==> src/rtl/demux_nway_stream.sv <==
// -----------------------------------------------------------------------------
// demux_nway_stream
//
// Registered N-way stream demultiplexer. A WIDTH-bit word arriving on the
// input handshake goes to the channel named by `select`, or to every channel
// when `broadcast` is high. Each output channel has a one-entry holding
// register with its own valid/ready handshake. A slow consumer therefore
// back-pressures the producer without losing data.
//
// Parameters
//   WIDTH      data word width in bits (>= 1)
//   WAYS       number of output channels (>= 2)
//   SEL_WIDTH  select width, 2**SEL_WIDTH >= WAYS
//
// Ports
//   clk        clock, rising edge
//   reset      asynchronous, active-high reset
//   in         input data word
//   select     destination channel index
//   broadcast  deliver the word to every channel; select is ignored
//   in_valid   producer presents a word
//   in_ready   block accepts the word this cycle (combinational, independent
//              of in_valid)
//   out        channel k data at bits [k*WIDTH +: WIDTH]; reads 0 when idle
//   out_valid  channel k holds an undelivered word
//   out_ready  consumer k takes its word this cycle
//   sel_err    sticky: a word was accepted with an out-of-range select
// -----------------------------------------------------------------------------
module demux_nway_stream #(
  parameter int WIDTH     = 16,
  parameter int WAYS      = 4,
  parameter int SEL_WIDTH = 2
) (
  input  logic                  clk,
  input  logic                  reset,
  input  logic [WIDTH-1:0]      in,
  input  logic [SEL_WIDTH-1:0]  select,
  input  logic                  broadcast,
  input  logic                  in_valid,
  output logic                  in_ready,
  output logic [WAYS*WIDTH-1:0] out,
  output logic [WAYS-1:0]       out_valid,
  input  logic [WAYS-1:0]       out_ready,
  output logic                  sel_err
);

  if ((2 ** SEL_WIDTH) < WAYS) begin : g_sel_width_check
    $error("demux_nway_stream: SEL_WIDTH too narrow to address WAYS channels");
  end

  if (WAYS < 2) begin : g_ways_check
    $error("demux_nway_stream: WAYS must be at least 2");
  end

  if (WIDTH < 1) begin : g_width_check
    $error("demux_nway_stream: WIDTH must be at least 1");
  end

  logic [WAYS-1:0][WIDTH-1:0] data_q, data_d;
  logic [WAYS-1:0]            vld_q, vld_d;
  logic                       sel_err_q, sel_err_d;

  logic [WAYS-1:0] free;    // channel can take a word at the coming edge
  logic [WAYS-1:0] tgt;     // channels addressed by the current request
  logic [WAYS-1:0] load;
  logic [WAYS-1:0] drain;
  logic            in_range;
  logic            accept;

  // Request decode and handshake
  always_comb begin
    in_range = (int'(select) < WAYS);
    for (int k = 0; k < WAYS; k++) begin
      tgt[k] = broadcast || (int'(select) == k);
    end

    // A channel drained this cycle can be refilled on the same edge.
    free = ~vld_q | out_ready;

    // Broadcast waits until every channel is free at once, so it never
    // lands partially. An out-of-range select is swallowed immediately.
    if (broadcast) begin
      in_ready = &free;
    end else if (in_range) begin
      in_ready = |(tgt & free);
    end else begin
      in_ready = 1'b1;
    end

    accept = in_valid && in_ready;
    load   = {WAYS{accept}} & tgt;
    drain  = vld_q & out_ready;
  end

  // Per-channel next state
  always_comb begin
    data_d = data_q;
    vld_d  = vld_q;
    for (int k = 0; k < WAYS; k++) begin
      if (load[k]) begin
        data_d[k] = in;
        vld_d[k]  = 1'b1;
      end else if (drain[k]) begin
        // Idle channels present zero rather than stale data.
        data_d[k] = '0;
        vld_d[k]  = 1'b0;
      end
    end
    sel_err_d = sel_err_q || (accept && !broadcast && !in_range);
  end

  // State registers
  always_ff @(posedge clk or posedge reset) begin
    if (reset) begin
      data_q    <= '0;
      vld_q     <= '0;
      sel_err_q <= 1'b0;
    end else begin
      data_q    <= data_d;
      vld_q     <= vld_d;
      sel_err_q <= sel_err_d;
    end
  end

  assign out       = data_q;
  assign out_valid = vld_q;
  assign sel_err   = sel_err_q;

endmodule
==> config.mk <==
export PLATFORM = sky130hd
export DESIGN_NAME = demux_nway_stream
export DESIGN_NICKNAME = d
export VERILOG_FILES = /design/src/rtl/demux_nway_stream.sv
export SDC_FILE = /design/constraint.sdc
export NUM_CORES = 1
export LEC_CHECK = 0
export CAP_MARGIN = 20
export CORE_MARGIN = 3
export CORE_UTILIZATION = 41
export CTS_CLUSTER_SIZE = 28
export DETAILED_ROUTE_END_ITERATION = 6
export PLACE_DENSITY_LB_ADDON = 0.08
export SETUP_SLACK_MARGIN = 0.05
export SLEW_MARGIN = 30
export SYNTH_ARGS = -nofsm -noshare
export SYNTH_HDL_FRONTEND = slang
export SYNTH_SLANG_ARGS = --single-unit
==> constraint.sdc <==
create_clock -name clk -period 2.67 [get_ports clk]
set_clock_uncertainty 0.2 [all_clocks]
set_input_delay 0.801 -clock clk [delete_from_list [all_inputs] [get_ports clk]]
set_output_delay 0.801 -clock clk [all_outputs]
set_load 0.1 [all_outputs]
==> reports/results.tsv, run 1 <==
stage	metric	value	unit
power_and_ir_drop	Final Total Pwr	4.81	mW
global_routing	global-route wire length before repair	12.5	mm
drt	post-route ant nets	0	
drt	first-pass iteration count of the detailed router	4	
placement	Placed Cells	405	
hold_path	Hold WC Path Type	flip-flop to flip-flop	
timing	RSZ-0062 raised after global routing	yes	
power_and_ir_drop	LEAKAGE	1.99	nW
logic_synthesis	Yosys top cell by area	dfrtp_1	
cts	clk buf depth	2	
drt	final wirelength	7.81	mm
cts	TritonCTS buffer count	9	
cells_and_area	Final Non-Filler Cells	426	
cells_and_area	layout cells sized above 1	48.4	%
logic_synthesis	distinct cell type count after synthesis	32	
cells_and_area	Layout Nets	370	
timing	endpoints failing setup	0	
worst_setup_path	CP most frequent cell	buf_6	
cts	Clk Tree Root Cell	clkbuf_8	
global_routing	GRT Resource Usage Total	21.0	%
power_and_ir_drop	Sequential Power Share	28.6	%
status	status	complete, no violations	
die	Core Region	6490	um2
placement	pre-CTS setup slack	-0.443	ns
logic_synthesis	Synth Net Count	237	
drt	vias per std cell	5.51	
logic_synthesis	Post-Synthesis Cell Area	2820	um2
logic_synthesis	syn avg cell area	13.3	um2
worst_setup_path	critical path peak fanout	3	
timing	minimum clock period	2.64	ns
cells_and_area	commonest non-fill, non-tap cells in the layout	buf_4 (103), dfrtp_1 (65), o2bb2ai_1 (38), nand2_1 (22), clkdlybuf4s50_1 (18)	
timing	Max Freq	379	MHz
worst_setup_path	Critical Path Stages	7	
cts	CTS tree	built	
power_and_ir_drop	Combinational Power Share	51.8	%
cts	H-tree depth	3	
worst_setup_path	CP delay by family, top	buffers and inverters	
worst_setup_path	Worst Path Arrival	1.64	ns
global_routing	vias in the first global route	2403	
die	Initial Util	43.3	%
worst_setup_path	Crit path required time	1.67	ns
die	Chip Height	88.9	um
placement	IO Port Bufs	94	
timing	final critical-path share of the clock period	98.8	%
worst_setup_path	critical path, cell by cell	buf_6, nand2b_4, buf_6, nand2_2, o2111a_2, nor2_4, buf_12	
cells_and_area	commonest non-fill, non-tap cell in the layout	buf_4	
die	Die X-Extent	88.9	um
cts	Skew-Pair Late Insertion Delay	0.34	ns
hold_path	WHS Path Cells	1	
die	IO Pins	96	
cells_and_area	Reg area	1710	um2
logic_synthesis	Syn Inst Count	211	
logic_synthesis	Synth top area share	60.4	%
drt	DRC Markers	0	
drt	WL per Instance	18.3	um
placement	Detail Placement HPWL	5.60	mm
worst_setup_path	CP Launch Type	input port	
cells_and_area	Synth-to-Final Area Change	52.3	%
power_and_ir_drop	Pint	2.36	mW
worst_setup_path	Setup CP Type	input port to output port	
timing	Final Max Tran Viols	0	
cells_and_area	fill cell count	520	
run	Max-Cap Viols	0	
logic_synthesis	Synth Register Bits	68	
power_and_ir_drop	P per Cell Area	1120	nW/um2
global_routing	pin count of the biggest net entering global routing	69	
die	FP Rows	29	
worst_setup_path	WP buf/inv	3	
placement	routability cong.	0.885	
power_and_ir_drop	switch share	50.8	%
logic_synthesis	dominant cells by area after synthesis	dfrtp_1 (60%), o2bb2ai_1 (12%), a32o_1 (5.7%), o2bb2ai_2 (5.3%), nand2_1 (2.9%)	
power_and_ir_drop	Clock Power Share	19.6	%
cts	Sink Count	68	
timing	Final TNS setup	0	ns
drt	Starting DRT DRC Count	59	
logic_synthesis	Ys Warns	0	
cells_and_area	Core Util, Final	66.0	%
cts	Reg clk slew, reported paths	0.07	ns
cells_and_area	Inserted Diodes	0	
power_and_ir_drop	VDD IR max	0.836	mV
timing	final critical-path setup slack	0.0313	ns
worst_setup_path	Setup crit end kind	output port	
worst_setup_path	worst reg2reg path depth	8	
global_routing	initial antenna violation count	0	
power_and_ir_drop	Net Sw Power	2.44	mW
timing	endpoints failing hold	0	
global_routing	GR Overflow Total	0	
logic_synthesis	sequential area share after synthesis	60.4	%
cells_and_area	area of the multi-input gates	1070	um2
drt	vias	2348	
worst_setup_path	Slowest-stage cell, CP	o2111a_2	
worst_setup_path	Worst path max stage delay	0.23	ns
die	full die area	7900	um2
-- timing repair --
item,4_1_cts,5_1_grt
setup endpoints to repair,18,1
pin swaps,8,3
hold endpoints to repair,0,0
hold buffers,0,0
setup buffers,5,0
gates resized for setup,48,1
-- power by group through the flow --
stage | Sequential (mW) | Combinational, mW | Clock (mW)
floorplan | 2.85 | 0.378 | 0
global placement | 1.38 | 2.46 | 0
detailed placement | 1.38 | 2.48 | 0
CTS | 1.38 | 2.50 | 0.962
global route | 1.40 | 2.57 | 1.01
finish | 1.38 | 2.49 | 0.942
-- area by class of cell --
type	count	share of cell area, %
well taps	77	2.25
multi-input cells	124	25.1
clock inverters	6	2.01
clock buffers	10	3.21
repair buffers	137	27.2
inverters	4	0.438
flip-flops and latches	68	39.8
-- flip-flops by register name, summed over array words and instances, names as in the netlist --
name	count
out_valid	4
out	64
-- cells in the mapped netlist (all sizes together) --
cell / instances
and2: 1
a21oi: 3
o31ai: 2
inv: 4
a32oi: 1
nor2: 3
nand3: 2
a41oi: 1
dfrtp: 68
o2111ai: 1
a21o: 1
buf: 11
o211ai: 1
clkbuf: 4
nand2: 23
nor3: 2
o2111a: 1
o21ai: 8
a32o: 16
conb: 1
nand2b: 4
nor4: 1
o2bb2ai: 48
nand4: 1
nor2b: 2
or3: 1
-- routing by layer --
metal | routed length [um] | track usage [%] | share of wire (%) | up-vias
met5 | 0 | 0 | 0 | -
met4 | 139 | 6.87 | 1.8 | 0
met3 | 519 | 6.24 | 6.6 | 13
met2 | 3760 | 33.4 | 48 | 74
met1 | 3390 | 27.7 | 43 | 1182
li1 | - | - | - | 1079
-- path summary, 6_finish.rpt --
check	start	to	slack [ns]
max in group asynchronous	reset	out_valid[0]$_DFFE_PP0P_	1.27
setup / recovery	out_ready[3]	in_ready	0.03
hold reg to reg	out[45]$_DFFE_PP0P_	out[45]$_DFFE_PP0P_	0.29
setup reg to reg	out_valid[0]$_DFFE_PP0P_	out[46]$_DFFE_PP0P_	0.54
hold / removal	out[45]$_DFFE_PP0P_	out[45]$_DFFE_PP0P_	0.29
min in group asynchronous	reset	out_valid[2]$_DFFE_PP0P_	0.69
-- stage by stage --
| step | cell area [um2] | hold slack [ns] |
|---|---|---|
| final | 4290 | 0.291 |
| after global routing | 4290 | 0.303 |
| after CTS | 4280 | 0.295 |
| after detailed placement | 3970 | 0.275 |
| after global placement | 3970 | 0.272 |
| after floorplan | 2830 | 0.722 |
-- cells by family (layout without fill, tap and decap cells) --
family | count (synthesis) | in the layout | share of synthesized area, %
buffers and inverters | 19 | 157 | 3.60
AOI/OAI and AO/OA | 83 | 83 | 29.1
other | 1 | 1 | 0.133
DFF | 68 | 68 | 60.4
and+or+nand+nor | 40 | 40 | 6.76
No activity file was read; power rests on OpenSTA's default activity.
==> run 2, diff against run 1 <==
- MAX_ROUTING_LAYER: unset -> met4
- PLACE_DENSITY_LB_ADDON: 0.08 -> 0.2
==> run 2 against run 1 <==
Against the previous run: critical endpoint unchanged; fmax down 1.9%; clock-buffer cell count down 1; worst hold slack better by 0.0035 ns; highest routed layer unchanged; the flow now finishes with violations (negative setup slack); sequential cell count unchanged; critical path depth stayed put; largest power group unchanged; largest cell class unchanged; first-iteration DRC count rose to 2.7 times the previous value; non-clock buffer count rose by 1.
==> reports/results.tsv, run 2 (synthesis results as in run 1) <==
stage	metric	value	unit	change
cts	Skew-Pair Late Insertion Delay	0.34	ns	about the same
placement	Detail Placement HPWL	5.73	mm	+2.3%
status	status	finished with violations		
timing	final critical-path setup slack	-0.0192	ns	-0.0505 ns
placement	Placed Cells	399		-1.5%
hold_path	WHS Path Cells	1		unchanged
cells_and_area	Inserted Diodes	0		unchanged
worst_setup_path	CP Launch Type	input port		
cells_and_area	commonest non-fill, non-tap cell in the layout	buf_4		
worst_setup_path	Worst path max stage delay	0.27	ns	+0.04 ns
run	Max-Cap Viols	0		unchanged
timing	endpoints failing hold	0		unchanged
cells_and_area	Layout Nets	371		+0.27%
placement	IO Port Bufs	94		unchanged
drt	final wirelength	8.70	mm	+11%
timing	final critical-path share of the clock period	101	%	+1.9 points
global_routing	global-route wire length before repair	13.4	mm	+7.1%
status	failing checks	negative setup slack		
drt	Starting DRT DRC Count	162		+170%
placement	routability cong.	0.840		-5.1%
timing	RSZ-0062 raised after global routing	yes		
hold_path	Hold WC Path Type	flip-flop to flip-flop		
die	FP Rows	29		unchanged
power_and_ir_drop	P per Cell Area	1060	nW/um2	-5.4%
global_routing	pin count of the biggest net entering global routing	69		unchanged
cts	Clk Tree Root Cell	clkbuf_8		
placement	DP Area	3940	um2	-0.82%
cells_and_area	fill cell count	471		-9.4%
die	Die X-Extent	88.9	um	unchanged
drt	WL per Instance	20.4	um	+11%
drt	DRC Markers	0		unchanged
power_and_ir_drop	VDD IR max	0.553	mV	-34%
cells_and_area	max FFs per register	64		unchanged
cts	Sink Count	68		unchanged
worst_setup_path	critical path, cell by cell	buf_6, nand2b_4, buf_6, o21ai_4, o2111a_2, nor2_4, buf_12		
cells_and_area	Synth-to-Final Area Change	56.9	%	
die	Chip Height	88.9	um	unchanged
die	full die area	7900	um2	unchanged
worst_setup_path	Setup CP Type	input port to output port		
cts	clk buf depth	2		unchanged
timing	endpoints failing setup	1		+1
die	IO Pins	96		unchanged
timing	Final Max Tran Viols	0		unchanged
cts	CTS tree	built		
cells_and_area	Final Non-Filler Cells	427		+0.23%
die	Core Region	6490	um2	unchanged
cells_and_area	Reg area	1710	um2	unchanged
drt	vias per std cell	5.62		+2.0%
timing	Max Freq	372	MHz	-1.9%
cells_and_area	area of the multi-input gates	1210	um2	+13%
worst_setup_path	Setup crit end kind	output port		
power_and_ir_drop	LEAKAGE	2.02	nW	+1.4%
worst_setup_path	WP buf/inv	3		unchanged
timing	relative max-transition margin	54.8	%	
worst_setup_path	CP most frequent cell	buf_6		
drt	post-route ant nets	0		unchanged
timing	Slew @ Worst Pin	0.676	ns	
global_routing	initial antenna violation count	0		unchanged
global_routing	GRT Resource Usage Total	23.5	%	+2.5 points
global_routing	vias in the first global route	2514		+4.6%
timing	minimum clock period	2.69	ns	+0.0505 ns
worst_setup_path	CP delay by family, top	buffers and inverters		
cells_and_area	layout cells sized above 1	50.9	%	+2.4 points
die	Initial Util	43.3	%	unchanged
drt	first-pass iteration count of the detailed router	4		unchanged
cts	Reg clk slew, reported paths	0.07	ns	about the same
worst_setup_path	Worst Path Arrival	1.69	ns	+0.05 ns
worst_setup_path	Crit path required time	1.67	ns	about the same
worst_setup_path	Critical Path Stages	7		unchanged
drt	vias	2401		+2.3%
cells_and_area	fin area	4420	um2	+3.1%
worst_setup_path	worst reg2reg path depth	12		+4
placement	pre-CTS setup slack	-0.564	ns	-0.121 ns
cells_and_area	commonest non-fill, non-tap cells in the layout	buf_4 (101), dfrtp_1 (65), o2bb2ai_1 (32), nand2_1 (22), clkdlybuf4s50_1 (18)		
cts	H-tree depth	3		unchanged
cts	TritonCTS buffer count	9		unchanged
worst_setup_path	critical path peak fanout	2		-1
worst_setup_path	Slowest-stage cell, CP	o2111a_2		
global_routing	GR Overflow Total	0		unchanged
==> run 2: repair_timing <==
item,in CTS,in global routing
setup endpoints to repair,17,31
buffers inserted,11,1
gates resized for setup,52,20
pin swaps,6,10
cloned,0,1
hold buffers,0,0
==> run 2: final cells by class <==
| cell class | instances | area share, % |
|---|---|---|
| Sequential cell | 68 | 38.6 |
| Clock inverter | 7 | 0.991 |
| Multi-Input combinational cell | 124 | 27.4 |
| Tap cell | 77 | 2.18 |
| Inverter | 4 | 0.425 |
| Clock buffer | 9 | 2.80 |
| Timing Repair Buffer | 138 | 27.6 |
==> run 2: path summary, 6_finish.rpt <==
check	to	slack [ns]	from
min reg2reg	out[19]$_DFFE_PP0P_	0.29	out[19]$_DFFE_PP0P_
min	out[19]$_DFFE_PP0P_	0.29	out[19]$_DFFE_PP0P_
max in group asynchronous	out_valid[1]$_DFFE_PP0P_	1.24	reset
min in group asynchronous	out[26]$_DFFE_PP0P_	0.68	reset
max reg2reg	out[22]$_DFFE_PP0P_	0.32	out_valid[1]$_DFFE_PP0P_
max	in_ready	-0.02	out_ready[0]
==> run 2: metrics by stage <==
step / util (%) / hold WS [ns] / setup TNS (ns) / total power [mW]
floorplan: - / 0.722 / -0.179 / 3.23
global placement: 60.6 / 0.274 / -16.01 / 3.85
detailed placement: 60.6 / 0.275 / -17.98 / 3.86
CTS: 65.5 / 0.295 / 0 / 4.63
global route: 68.0 / 0.304 / -0.0507 / 4.86
finish: 68.0 / 0.295 / -0.0192 / 4.69
==> run 2: per-layer routing <==
| metal | global-route usage, % | wire, um | vias up |
|---|---|---|---|
| li1 | - | - | 1089 |
| met1 | 31.3 | 3720 | 1210 |
| met2 | 35.8 | 4420 | 93 |
| met3 | 3.82 | 478 | 9 |
| met4 | 9.62 | 85 | 0 |
| met5 | - | 0 | - |
==> run 2: power by group <==
part | internal (mW) | switching, mW | total [mW] | leakage, nW
Combinational | 0.626 | 1.96 | 2.58 | 1.06
Sequential | 1.23 | 0.147 | 1.38 | 0.867
Clock | 0.331 | 0.395 | 0.726 | 0.0848
==> patch: new RTL, flow settings as in run 1 <==
`WIDTH`: 16 -> 12.
--- a/src/rtl/demux_nway_stream.sv
+++ b/src/rtl/demux_nway_stream.sv
@@ -27,7 +27,7 @@
 //   sel_err    sticky: a word was accepted with an out-of-range select
 // -----------------------------------------------------------------------------
 module demux_nway_stream #(
-  parameter int WIDTH     = 16,
+  parameter int WIDTH     = 12,
   parameter int WAYS      = 4,
   parameter int SEL_WIDTH = 2
 ) (
Ports: changed (resized in and out); port bits go from 96 to 76. The function was not compared with the original's and may differ.
==> patch against run 1 <==
Synthesized cell count is 18% lower. Synthesized area decreased by 20%. Routed wire length shrank 16%. Non-clock buffer count decreased by 27. Total power is 24% lower. First-iteration DRC count is 98% higher. Final cell count is 19% lower. Die area fell by 19%. Sequential cell count is 16 lower. Setup slack got worse by 14 ps. Global-route usage shrank 0.22 points. Final area fell by 20%. Critical path type unchanged.
==> patch: results (changes against run 1) <==
qor: status.run_status finished clean [unchanged]
qor: routing.detail_route.wl_per_cell 18.9 µm [was 18.3 µm]
qor: global_routing.track_usage 0.208 [was 0.210]
qor: routing.viasPerCell 5.59 [was 5.51]
qor: worst_setup_path.crit_path_max_fanout 6 [was 3]
qor: clock_tree.htree_num_levels 2 [was 3]
qor: clock_tree.clkSlewWorstSetupHoldPaths 90 ps [was 70 ps]
qor: place.port_buffers 74 [was 94]
qor: synth.syn_area_per_cell 13.1 µm² [was 13.3 µm²]
qor: cells_and_area.largest_register_ffs 48 [was 64]
qor: place.detailed_place.area 3200 µm² [was 3970 µm²]
qor: global_routing.grt_pass1_wl 10200 µm [was 12500 µm]
qor: routing.first_iter_violations 117 [was 59]
qor: synth.synth.yosys.seq_area_share 0.576 [was 0.604]
qor: global_routing.via_count_of_the_first_global_routing_pass 2000 [was 2403]
qor: place.finalWeightedCongestion 0.968 [was 0.885]
qor: synth.synth_area_leaders sky130_fd_sc_hd__dfrtp_1 58%, sky130_fd_sc_hd__a32o_1 11%, sky130_fd_sc_hd__o2bb2ai_1 9.3% [was sky130_fd_sc_hd__dfrtp_1 60%, sky130_fd_sc_hd__o2bb2ai_1 12%, sky130_fd_sc_hd__a32o_1 5.7%]
qor: clock_tree.cts_buffers 5 [was 9]
qor: worst_setup_path.r2r_cells 9 [was 8]
qor: global_routing.grt_antenna_before_repair 0 [unchanged]
qor: place.place_worst_setup_slack -465 ps [was -443 ps]
qor: cells_and_area.final_nets 297 [was 370]
qor: global_routing.largest_net_degree_at_the_start_of_global_routing 53 [was 69]
qor: place.detailed_place_hpwl 4610 µm [was 5600 µm]
qor: power_and_ir_drop.static-leakage-power 1.56 nW [was 1.99 nW]
qor: synth.post_synth_most_frequent_cells 52 x sky130_fd_sc_hd__dfrtp_1, 24 x sky130_fd_sc_hd__a32o_1, 24 x sky130_fd_sc_hd__o2bb2ai_1, 21 x sky130_fd_sc_hd__nand2_1, 5 x sky130_fd_sc_hd__o21ai_0 [was 68 x sky130_fd_sc_hd__dfrtp_1, 38 x sky130_fd_sc_hd__o2bb2ai_1, 22 x sky130_fd_sc_hd__nand2_1, 16 x sky130_fd_sc_hd__a32o_1, 10 x sky130_fd_sc_hd__o2bb2ai_2]
qor: place.place.detailed.instances 328 [was 405]
qor: cells_and_area.post_route_cells_drive_above_1_share 0.467 [was 0.484]
qor: synth.post_synthesis_net_count 194 [was 237]
==> patch: cell count changes after synthesis, moves of 2 or more <==
cell                               run 1  this run
sky130_fd_sc_hd__dfrtp_1              68        52
sky130_fd_sc_hd__o2bb2ai_1            38        24
sky130_fd_sc_hd__o2bb2ai_2            10         0
sky130_fd_sc_hd__a32o_1               16        24
sky130_fd_sc_hd__a31oi_4               0         4
sky130_fd_sc_hd__a21oi_2               3         0
sky130_fd_sc_hd__buf_2                 6         3
sky130_fd_sc_hd__buf_6                 1         4
sky130_fd_sc_hd__inv_1                 4         2
sky130_fd_sc_hd__nor2b_1               2         0
sky130_fd_sc_hd__o21ai_1               0         2
==> patch: kinds of logic (layout without fill, tap and decap cells) <==
logic type,count (synthesis),in the layout
AND/OR/NAND/NOR,31,31
buffers and inverters,17,121
flip-flops,52,52
other,1,1
AO/OA/AOI/OAI,71,71
==> patch: layer usage <==
layer  global-route usage  vias to the layer above  wire, µm
met5                    0                        -         0
li1                     -                      874         -
met3               0.0437                       13       340
met2                0.354                       67      3380
met4               0.0693                        0       138
met1                0.263                      981      2680
==> patch: worst max-delay path, cell delays in order <==
cell	delay [ps]
sky130_fd_sc_hd__buf_8	110
sky130_fd_sc_hd__and2b_2	240
sky130_fd_sc_hd__o21ai_4	70
sky130_fd_sc_hd__a31oi_4	230
sky130_fd_sc_hd__buf_12	200
==> patch: power by group <==
group,total (mW),internal [mW],switching (mW)
Combinational,2.07,0.501,1.57
Sequential,1.05,0.950,0.104
Clock,0.532,0.277,0.254
Total,3.65,1.73,1.92
==> patch: area by class of cell <==
class,instances,area share
Sequential cell,52,0.382
Clock inverter,3,0.0125
Clock buffer,5,0.0201
Tap cell,70,0.0256
Timing Repair Buffer,110,0.284
Multi-Input combinational cell,103,0.272
Inverter,3,0.00330
==> patch: repair_timing <==
action	4_1_cts	5_1_grt
resized for setup	38	3
pin swaps	4	3
endpoints found under the hold margin	0	0
buffers inserted	8	2
endpoints found under the setup margin	49	1
==> patch: final timing paths <==
path                                 to  slack (ps)    startpoint
setup / recovery               in_ready          20     select[0]
hold reg to reg                 out[28]         300       out[28]
max in group asynchronous  out_valid[3]        1350         reset
min in group asynchronous       out[21]         650         reset
setup reg to reg                out[37]         480  out_valid[2]
hold / removal                  out[28]         300       out[28]
==> patch: metrics by stage <==
stage	utilization	setup TNS, ps
2_1_floorplan	-	-133
3_3_place_gp	0.616	-12400
3_5_place_dp	0.616	-15640
4_1_cts	0.651	0
5_1_grt	0.656	-1.22
6_report	0.656	0
